`config.mk`:
```
export PLATFORM = sky130hd
export DESIGN_NAME = seletor_minigame
export DESIGN_NICKNAME = d
export VERILOG_FILES = /design/src/rtl/seletor_minigame.sv
export SDC_FILE = /design/constraint.sdc
export NUM_CORES = 1
export LEC_CHECK = 0
export ABC_AREA = 1
export BUFFER_PORTS_ARGS = -buffer_cell sky130_fd_sc_hd__clkbuf_2
export CAP_MARGIN = 0
export CORE_ASPECT_RATIO = 0.8
export CORE_MARGIN = 2
export CORE_UTILIZATION = 28
export DETAILED_ROUTE_END_ITERATION = 16
export SYNTH_ARGS = -nofsm -noshare
export SYNTH_HDL_FRONTEND = slang
export SYNTH_SLANG_ARGS = --single-unit
```
`constraint.sdc`:
```
create_clock -name clock -period 3.91 [get_ports clock]
set_input_delay 0.391 -clock clock [delete_from_list [all_inputs] [get_ports clock]]
set_output_delay 0.391 -clock clock [all_outputs]
set_load 0.01 [all_outputs]
```
`src/rtl/seletor_minigame.sv`:
```
// Registered output selector between N minigame cores and the shared display/LED drivers.
// A start locks one channel; its outputs are routed through one register stage until it finishes or aborts.
module seletor_minigame #(
   parameter int N_JOGOS     = 3,
   parameter int LEDS_W      = 3,
   parameter int ESTADO_W    = 4,
   parameter int JOGADA_W    = 7,
   parameter int PONT_W      = 7,
   parameter int HOLD_CICLOS = 0,
   parameter int SEL_W       = 3
) (
   input  logic                         clock,
   input  logic                         reset,
   input  logic [SEL_W-1:0]             minigame,
   input  logic                         iniciar,
   input  logic                         abortar,
   input  logic                         confirmar,
   input  logic [ESTADO_W-1:0]          estado_inicial,
   input  logic [N_JOGOS*LEDS_W-1:0]    leds_in,
   input  logic [N_JOGOS*ESTADO_W-1:0]  estado_in,
   input  logic [N_JOGOS*JOGADA_W-1:0]  jogada_in,
   input  logic [N_JOGOS*PONT_W-1:0]    pontuacao_in,
   input  logic [N_JOGOS-1:0]           pronto_in,
   output logic [N_JOGOS-1:0]           habilita,
   output logic [LEDS_W-1:0]            leds_out,
   output logic [ESTADO_W-1:0]          estado_out,
   output logic [JOGADA_W-1:0]          jogada_out,
   output logic [PONT_W-1:0]            pontuacao_out,
   output logic                         pronto_out,
   output logic                         erro_sel,
   output logic [1:0]                   fase
);

   localparam int TW = (HOLD_CICLOS > 0) ? $clog2(HOLD_CICLOS + 1) : 1;
   localparam logic [TW-1:0]    TIMER_FIM = TW'((HOLD_CICLOS > 0) ? HOLD_CICLOS - 1 : 0);
   localparam logic [SEL_W-1:0] N_SEL     = SEL_W'(N_JOGOS);

   typedef enum logic [1:0] {
      OCIOSO   = 2'b00,
      ATIVO    = 2'b01,
      FIM      = 2'b10,
      INVALIDO = 2'b11
   } fase_e;

   fase_e               fase_q, fase_d;
   logic [SEL_W-1:0]    sel_q, sel_d;
   logic [TW-1:0]       timer_q, timer_d;
   logic [LEDS_W-1:0]   leds_q, leds_d;
   logic [ESTADO_W-1:0] estado_q, estado_d;
   logic [JOGADA_W-1:0] jogada_q, jogada_d;
   logic [PONT_W-1:0]   pont_q, pont_d;
   logic [N_JOGOS-1:0]  habilita_q, habilita_d;
   logic                pronto_q, pronto_d;
   logic                erro_q, erro_d;

   logic [LEDS_W-1:0]   ch_leds;
   logic [ESTADO_W-1:0] ch_estado;
   logic [JOGADA_W-1:0] ch_jogada;
   logic [PONT_W-1:0]   ch_pont;
   logic                ch_pronto;

   // Channel mux on the latched selection; unselected channels never reach the outputs.
   always_comb begin
      ch_leds   = '0;
      ch_estado = '0;
      ch_jogada = '0;
      ch_pont   = '0;
      ch_pronto = 1'b0;
      for (int i = 0; i < N_JOGOS; i++) begin
         if (sel_q == SEL_W'(i)) begin
            ch_leds   = leds_in[i*LEDS_W +: LEDS_W];
            ch_estado = estado_in[i*ESTADO_W +: ESTADO_W];
            ch_jogada = jogada_in[i*JOGADA_W +: JOGADA_W];
            ch_pont   = pontuacao_in[i*PONT_W +: PONT_W];
            ch_pronto = pronto_in[i];
         end
      end
   end

   always_comb begin
      fase_d   = fase_q;
      sel_d    = sel_q;
      timer_d  = timer_q;
      leds_d   = leds_q;
      estado_d = estado_q;
      jogada_d = jogada_q;
      pont_d   = pont_q;
      erro_d   = 1'b0;

      case (fase_q)
         OCIOSO: begin
            if (iniciar) begin
               if (minigame < N_SEL) begin
                  sel_d  = minigame;
                  fase_d = ATIVO;
               end else begin
                  erro_d = 1'b1;
               end
            end
         end
         ATIVO: begin
            if (abortar) begin
               fase_d = OCIOSO;
            end else begin
               leds_d   = ch_leds;
               estado_d = ch_estado;
               jogada_d = ch_jogada;
               pont_d   = ch_pont;
               if (ch_pronto) begin
                  fase_d  = FIM;
                  timer_d = '0;
               end
            end
         end
         FIM: begin
            timer_d = timer_q + TW'(1);
            if (confirmar || ((HOLD_CICLOS > 0) && (timer_q == TIMER_FIM))) begin
               fase_d = OCIOSO;
            end
         end
         default: fase_d = OCIOSO;
      endcase

      // Idle display values while in or returning to the menu; a start edge keeps them one more cycle.
      if ((fase_d == OCIOSO) || (fase_q == OCIOSO)) begin
         leds_d   = '0;
         estado_d = estado_inicial;
         jogada_d = '0;
         pont_d   = '0;
      end

      pronto_d = (fase_d == FIM);
      for (int i = 0; i < N_JOGOS; i++) begin
         habilita_d[i] = (fase_d == ATIVO) && (sel_d == SEL_W'(i));
      end
   end

   always_ff @(posedge clock) begin
      if (!reset) begin
         fase_q     <= OCIOSO;
         sel_q      <= '0;
         timer_q    <= '0;
         leds_q     <= '0;
         estado_q   <= '0;
         jogada_q   <= '0;
         pont_q     <= '0;
         habilita_q <= '0;
         pronto_q   <= 1'b0;
         erro_q     <= 1'b0;
      end else begin
         fase_q     <= fase_d;
         sel_q      <= sel_d;
         timer_q    <= timer_d;
         leds_q     <= leds_d;
         estado_q   <= estado_d;
         jogada_q   <= jogada_d;
         pont_q     <= pont_d;
         habilita_q <= habilita_d;
         pronto_q   <= pronto_d;
         erro_q     <= erro_d;
      end
   end

   assign habilita      = habilita_q;
   assign leds_out      = leds_q;
   assign estado_out    = estado_q;
   assign jogada_out    = jogada_q;
   assign pontuacao_out = pont_q;
   assign pronto_out    = pronto_q;
   assign erro_sel      = erro_q;
   assign fase          = fase_q;

endmodule

```
# Word level (Yosys, flattened, before mapping)
# Index checks and enable logic that the tools add are counted.
# classes
order_cmp	1
eq_ne	9
mux	28
n_bitwise	2
reduce_logical	13
# ops
operator	n
$mux 7	6
$mux 4	6
$mux 3	6
$mux 2	5
$eq 3x1->1 const B	2
$eq 3x2->1 const B	2
$logic_not 3->1	2
$pmux 2 s3	1
$eq 2x1->1 const B	2
$eq 2x2->1 const B	2
$logic_not 2->1	2
$mux 1	4
$reduce_and 2->1	2
$logic_and 1x1->1	3
$lt 3x2->1 const B	1
$reduce_and 3->1	1
$ne 2x1->1 const B	1
$not 1->1	2
$reduce_bool 2->1	1
$reduce_or 2->1	1
$logic_or 1x1->1	1
# totals
reg_bits	31
in_bits	78
out_inout_bits	28

# Longest topological paths before layout
# logic_depth
word_depth	11
mapped_depth	12
depth_no_buf	12

# Least setup slack after synthesis
# OpenSTA, ideal clock, no wires.
# synth_timing
path_type	register -> register
start	register fase_q[1] (netlist: fase[1])
end	register estado_q[0] (netlist: estado_out[0])
arrival_time_ps	1337
required_ps	3800
path_slack_ps	2463
path_stages_with_launch	13
path_buffers	2
period_less_slack_ps	1447
cell_sequence	dfxtp_1 > buf_6 > nor3_2 > buf_4 > nand2_1 > nand2_1 > nand2_2 > nand2_2 > nand2_1 > nand2_1 > nand3_1 > nand2_1 > inv_1
# synth_between
elab_chain_cells	7
# synth_rtl
item	line	text
from (decl)	45	fase_e fase_q, fase_d;
from (signal assigned)	151	fase_q <= fase_d;
$mux 2, on equally long branches	109, 93	
$mux 2, on equally long branches	102, 92	
$pmux 2 s3	90	case (fase_q)
$logic_not 2->1	125	if ((fase_d == OCIOSO) || (fase_q == OCIOSO)) begin
$logic_or 1x1->1	125	
$ne 2x1->1 (no line) or $reduce_bool 2->1 (tied branches)	n/a	
$reduce_and 2->1 (no line)	n/a	
to (signal assigned)	155	estado_q <= estado_d;
to (decl)	49	logic [ESTADO_W-1:0] estado_q, estado_d;
# Parallel ways exist; a longest one is shown, timed or not.
# A chain may end at the register's enable or synchronous reset.

# Worst setup path after layout
# layout_timing
start	register sel_q[0]
end	register pont_q[3] (netlist: pontuacao_out[3])
# layout_between
elab_chain_cells	10
# layout_rtl
item	line	text
from (decl)	46	logic [SEL_W-1:0] sel_q, sel_d;
from (signal assigned)	152	sel_q <= sel_d;
$logic_not 3->1	70	if (sel_q == SEL_W'(i)) begin
$mux 1 (3 in series)	70	
$mux 2	109	if (ch_pronto) begin
$mux 2	102	if (abortar) begin
$pmux 2 s3	90	
$logic_not 2->1	125	
$logic_or 1x1->1	125	
$reduce_or 2->1 (no line)	n/a	
to (signal assigned)	157	pont_q <= pont_d;
to (decl)	51	logic [PONT_W-1:0] pont_q, pont_d;
# Parallel ways exist; a longest one is shown, timed or not.

==> flow_metrics.py <==
metrics = {
    "run_status": {
        "outcome": "finished, final reports clean",
    },
    "layout": {
        "n_antenna_cell": 0,
        "drive_above_1_share_pct": 39.8,
        "fin_util_pct": 41.3,
        "nNetsFinal": 411,
        "area_growth_pct": 40.7,
        "fin_area_um2": 2270,
    },
    "logic_synthesis": {
        "synth_fp_nets": 312,
        "async_reset_ff_share_pct": 0,
        "syn_area_um2": 1610,
        "synthCells": 234,
        "ys.flop_type": "dfxtp_1",
        "yosys-top-cells-count": "44 x nand2_1, 33 x o21ai_0, 32 x a21oi_1, 31 x dfxtp_1, 16 x nor2_1",
        "synth-edff-count": 0,
        "ys_types": 25,
        "synth_warnings": 0,
        "synth_top_area_cell": "dfxtp_1",
        "syn_area_per_cell_um2": 6.90,
        "ys_ff_latch": 31,
        "synth_top_area_share_pct": 38.4,
        "post-synth-top-count-cell": "nand2_1",
        "yosysSeqAreaShare_pct": 38.4,
        "synthTopCellsByArea": "dfxtp_1 38%, nand2_1 10%, o21ai_0 10%",
    },
    "floorplanning": {
        "fp.dieH_um": 71.9,
        "start_util_pct": 29.4,
        "die-area_um2": 6390,
        "die_w_um": 88.9,
        "core_area_um2": 5500,
        "boundaryPins": 106,
        "rows": 24,
    },
    "timing": {
        "finalClockSkew_ns": 0.00527,
        "setup_tns_ns": 0,
        "finalHoldViolations": 0,
        "fin_crit_sh_pct": 58.7,
        "finalSetupViolations": 0,
        "slew_headroom_pct": 46.4,
        "slew_violations": 0,
        "worstMarginPinSlew_ns": 0.803,
        "fin_crit_ns": 2.30,
        "rsz0062_at_grt": "false",
        "max_freq_mhz": 436,
    },
    "drt": {
        "drtAntennaViolNets": 0,
        "dr.pass1.iters": 4,
        "via_per_inst": 4.64,
        "highest_layer": "met4",
        "drt-met1-wl_um": 2530,
        "drtIter0Drc": 71,
        "met2WireLength_um": 2180,
        "num_vias": 1911,
        "drc": 0,
        "wl_met3_um": 520,
        "wire_per_inst_um": 12.8,
        "wirelength_um": 5270,
    },
    "power_and_ir_drop": {
        "p_per_area_nw_per_um2": 319,
        "sw_frac_of_total_pct": 26.3,
        "pwr-share-comb_pct": 16.2,
        "vdd_drop_max_mv": 0.121,
        "p_int_mw": 0.534,
        "p_leak_nw": 1.07,
        "p_clk_share_pct": 38.3,
        "seq_power_share_pct": 45.5,
        "p_switching_mw": 0.190,
    },
    "clocking": {
        "clock-root-buffer": "clkbuf_8",
        "clock-sinks": 31,
        "h-tree-depth": 2,
        "clkTransAtPathRegs_ns": 0.07,
        "cts_hold_buffers": 0,
        "clkLatencyLatePin_ns": 0.28,
        "cts_tree": "built",
        "cts.path.max_buffers": 2,
        "cts-resized-gates": 0,
        "cts_made_buffers": 5,
        "post-cts-setup-buffers": 0,
    },
    "global_routing": {
        "globalRouteTotalUtil_pct": 16.7,
        "antenna_found_initial": 0,
        "first_global_vias": 1807,
        "grt_max_degree": 25,
        "grt_pass1_wl_um": 8210,
        "grt_overflow": 0,
    },
    "setup_path": {
        "critPathKind": "flop to flop",
        "critPathMaxFanout": 24,
        "rr_worst_depth": 7,
        "required_ns": 4.13,
        "worstSetupStartpointType": "flop",
        "arrival_ns": 2.51,
        "end_kind": "flop",
    },
    "run": {
        "maxCapViolCount": 0,
    },
    "min_path": {
        "min_path_type": "input pin to flop",
        "hold_path_depth": 3,
    },
    "placement": {
        "dp_hpwl_um": 4010,
        "placed_area_um2": 2170,
        "port_buffers": 105,
        "gp_congestion": 0.781,
    },
}
[metrics by stage]
stage / total power [mW] / hold slack, ns / std cells / worst slack [ns]
finish: 0.725 / 0.388 / 412 / 1.61
global route: 0.768 / 0.419 / 412 / 1.27
CTS: 0.735 / 0.376 / 412 / 1.55
detailed placement: 0.455 / 0.495 / 404 / 1.57
global placement: 0.455 / 0.490 / 404 / 1.63
floorplan: 0.398 / 0.534 / 234 / 2.46
[kinds of logic (layout without fill, tap and decap cells)]
group           Yosys count  count (layout)  share of synthesized area (%)
simple gates             99              99                           29.2
buf+inv                  30             130                           8.29
flops                    31              31                           38.4
compound gates           74              74                           24.0
[cell usage in the layout (no fill, tap or decap), drive strengths merged]
| cell type | netlist | layout |
|---|---|---|
| a21oi | 32 | 32 |
| a31oi | 3 | 3 |
| buf | 5 | 1 |
| clkbuf | 9 | 113 |
| dfxtp | 31 | 31 |
| inv | 16 | 16 |
| nand2 | 46 | 46 |
| nand3 | 13 | 13 |
| nand4 | 5 | 5 |
| nor2 | 30 | 30 |
| nor3 | 3 | 3 |
| nor4 | 1 | 1 |
| o211ai | 4 | 4 |
| o21ai | 35 | 35 |
| or2 | 1 | 1 |
[registers in the layout (all words and copies together), names as in the netlist]
signal         cells
pronto_out         1
leds_out           3
fase               2
pontuacao_out      7
estado_out         4
sel_q              3
jogada_out         7
erro_sel           1
habilita           3
[area by class of cell]
type / count / area (um^2)
repair buffers: 106 / 533
multi-input cells: 173 / 860
clock buffers: 8 / 100
flip-flops and latches: 31 / 621
inverters: 16 / 60.1
well taps: 78 / 97.6
fillers: 609 / 3220
[power groups by stage]
stage,logic (mW),registers [mW],clock network [mW]
after floorplan,0.0626,0.335,0
after global placement,0.119,0.337,0
after detailed placement,0.118,0.337,0
after CTS,0.119,0.330,0.287
after global routing,0.135,0.330,0.303
final,0.118,0.330,0.277
[metal layers]
layer  GRT usage [%]  vias to the layer above
met5               0                        -
met4            4.38                        0
met3            5.23                        4
met2            25.4                       82
met1            23.0                      841
li1                -                      984
[final timing paths]
check,from,endpoint,slack (ns)
setup / recovery,sel_q[0],pontuacao_out[3],1.61
hold / removal,minigame[2],erro_sel,0.39
setup reg to reg,sel_q[0],pontuacao_out[3],1.61
hold reg to reg,pontuacao_out[6],pontuacao_out[6],0.50
[critical path, cell delays in order (launching register included)]
cell and delay (ns):
dfxtp_1 0.34, nor2_2 0.64, nand2_1 0.58, inv_1 0.25, nand2_1 0.07, a31oi_1 0.16, a21oi_1 0.07, nor2_2 0.12
No activity file was read; power rests on OpenSTA's default activity.
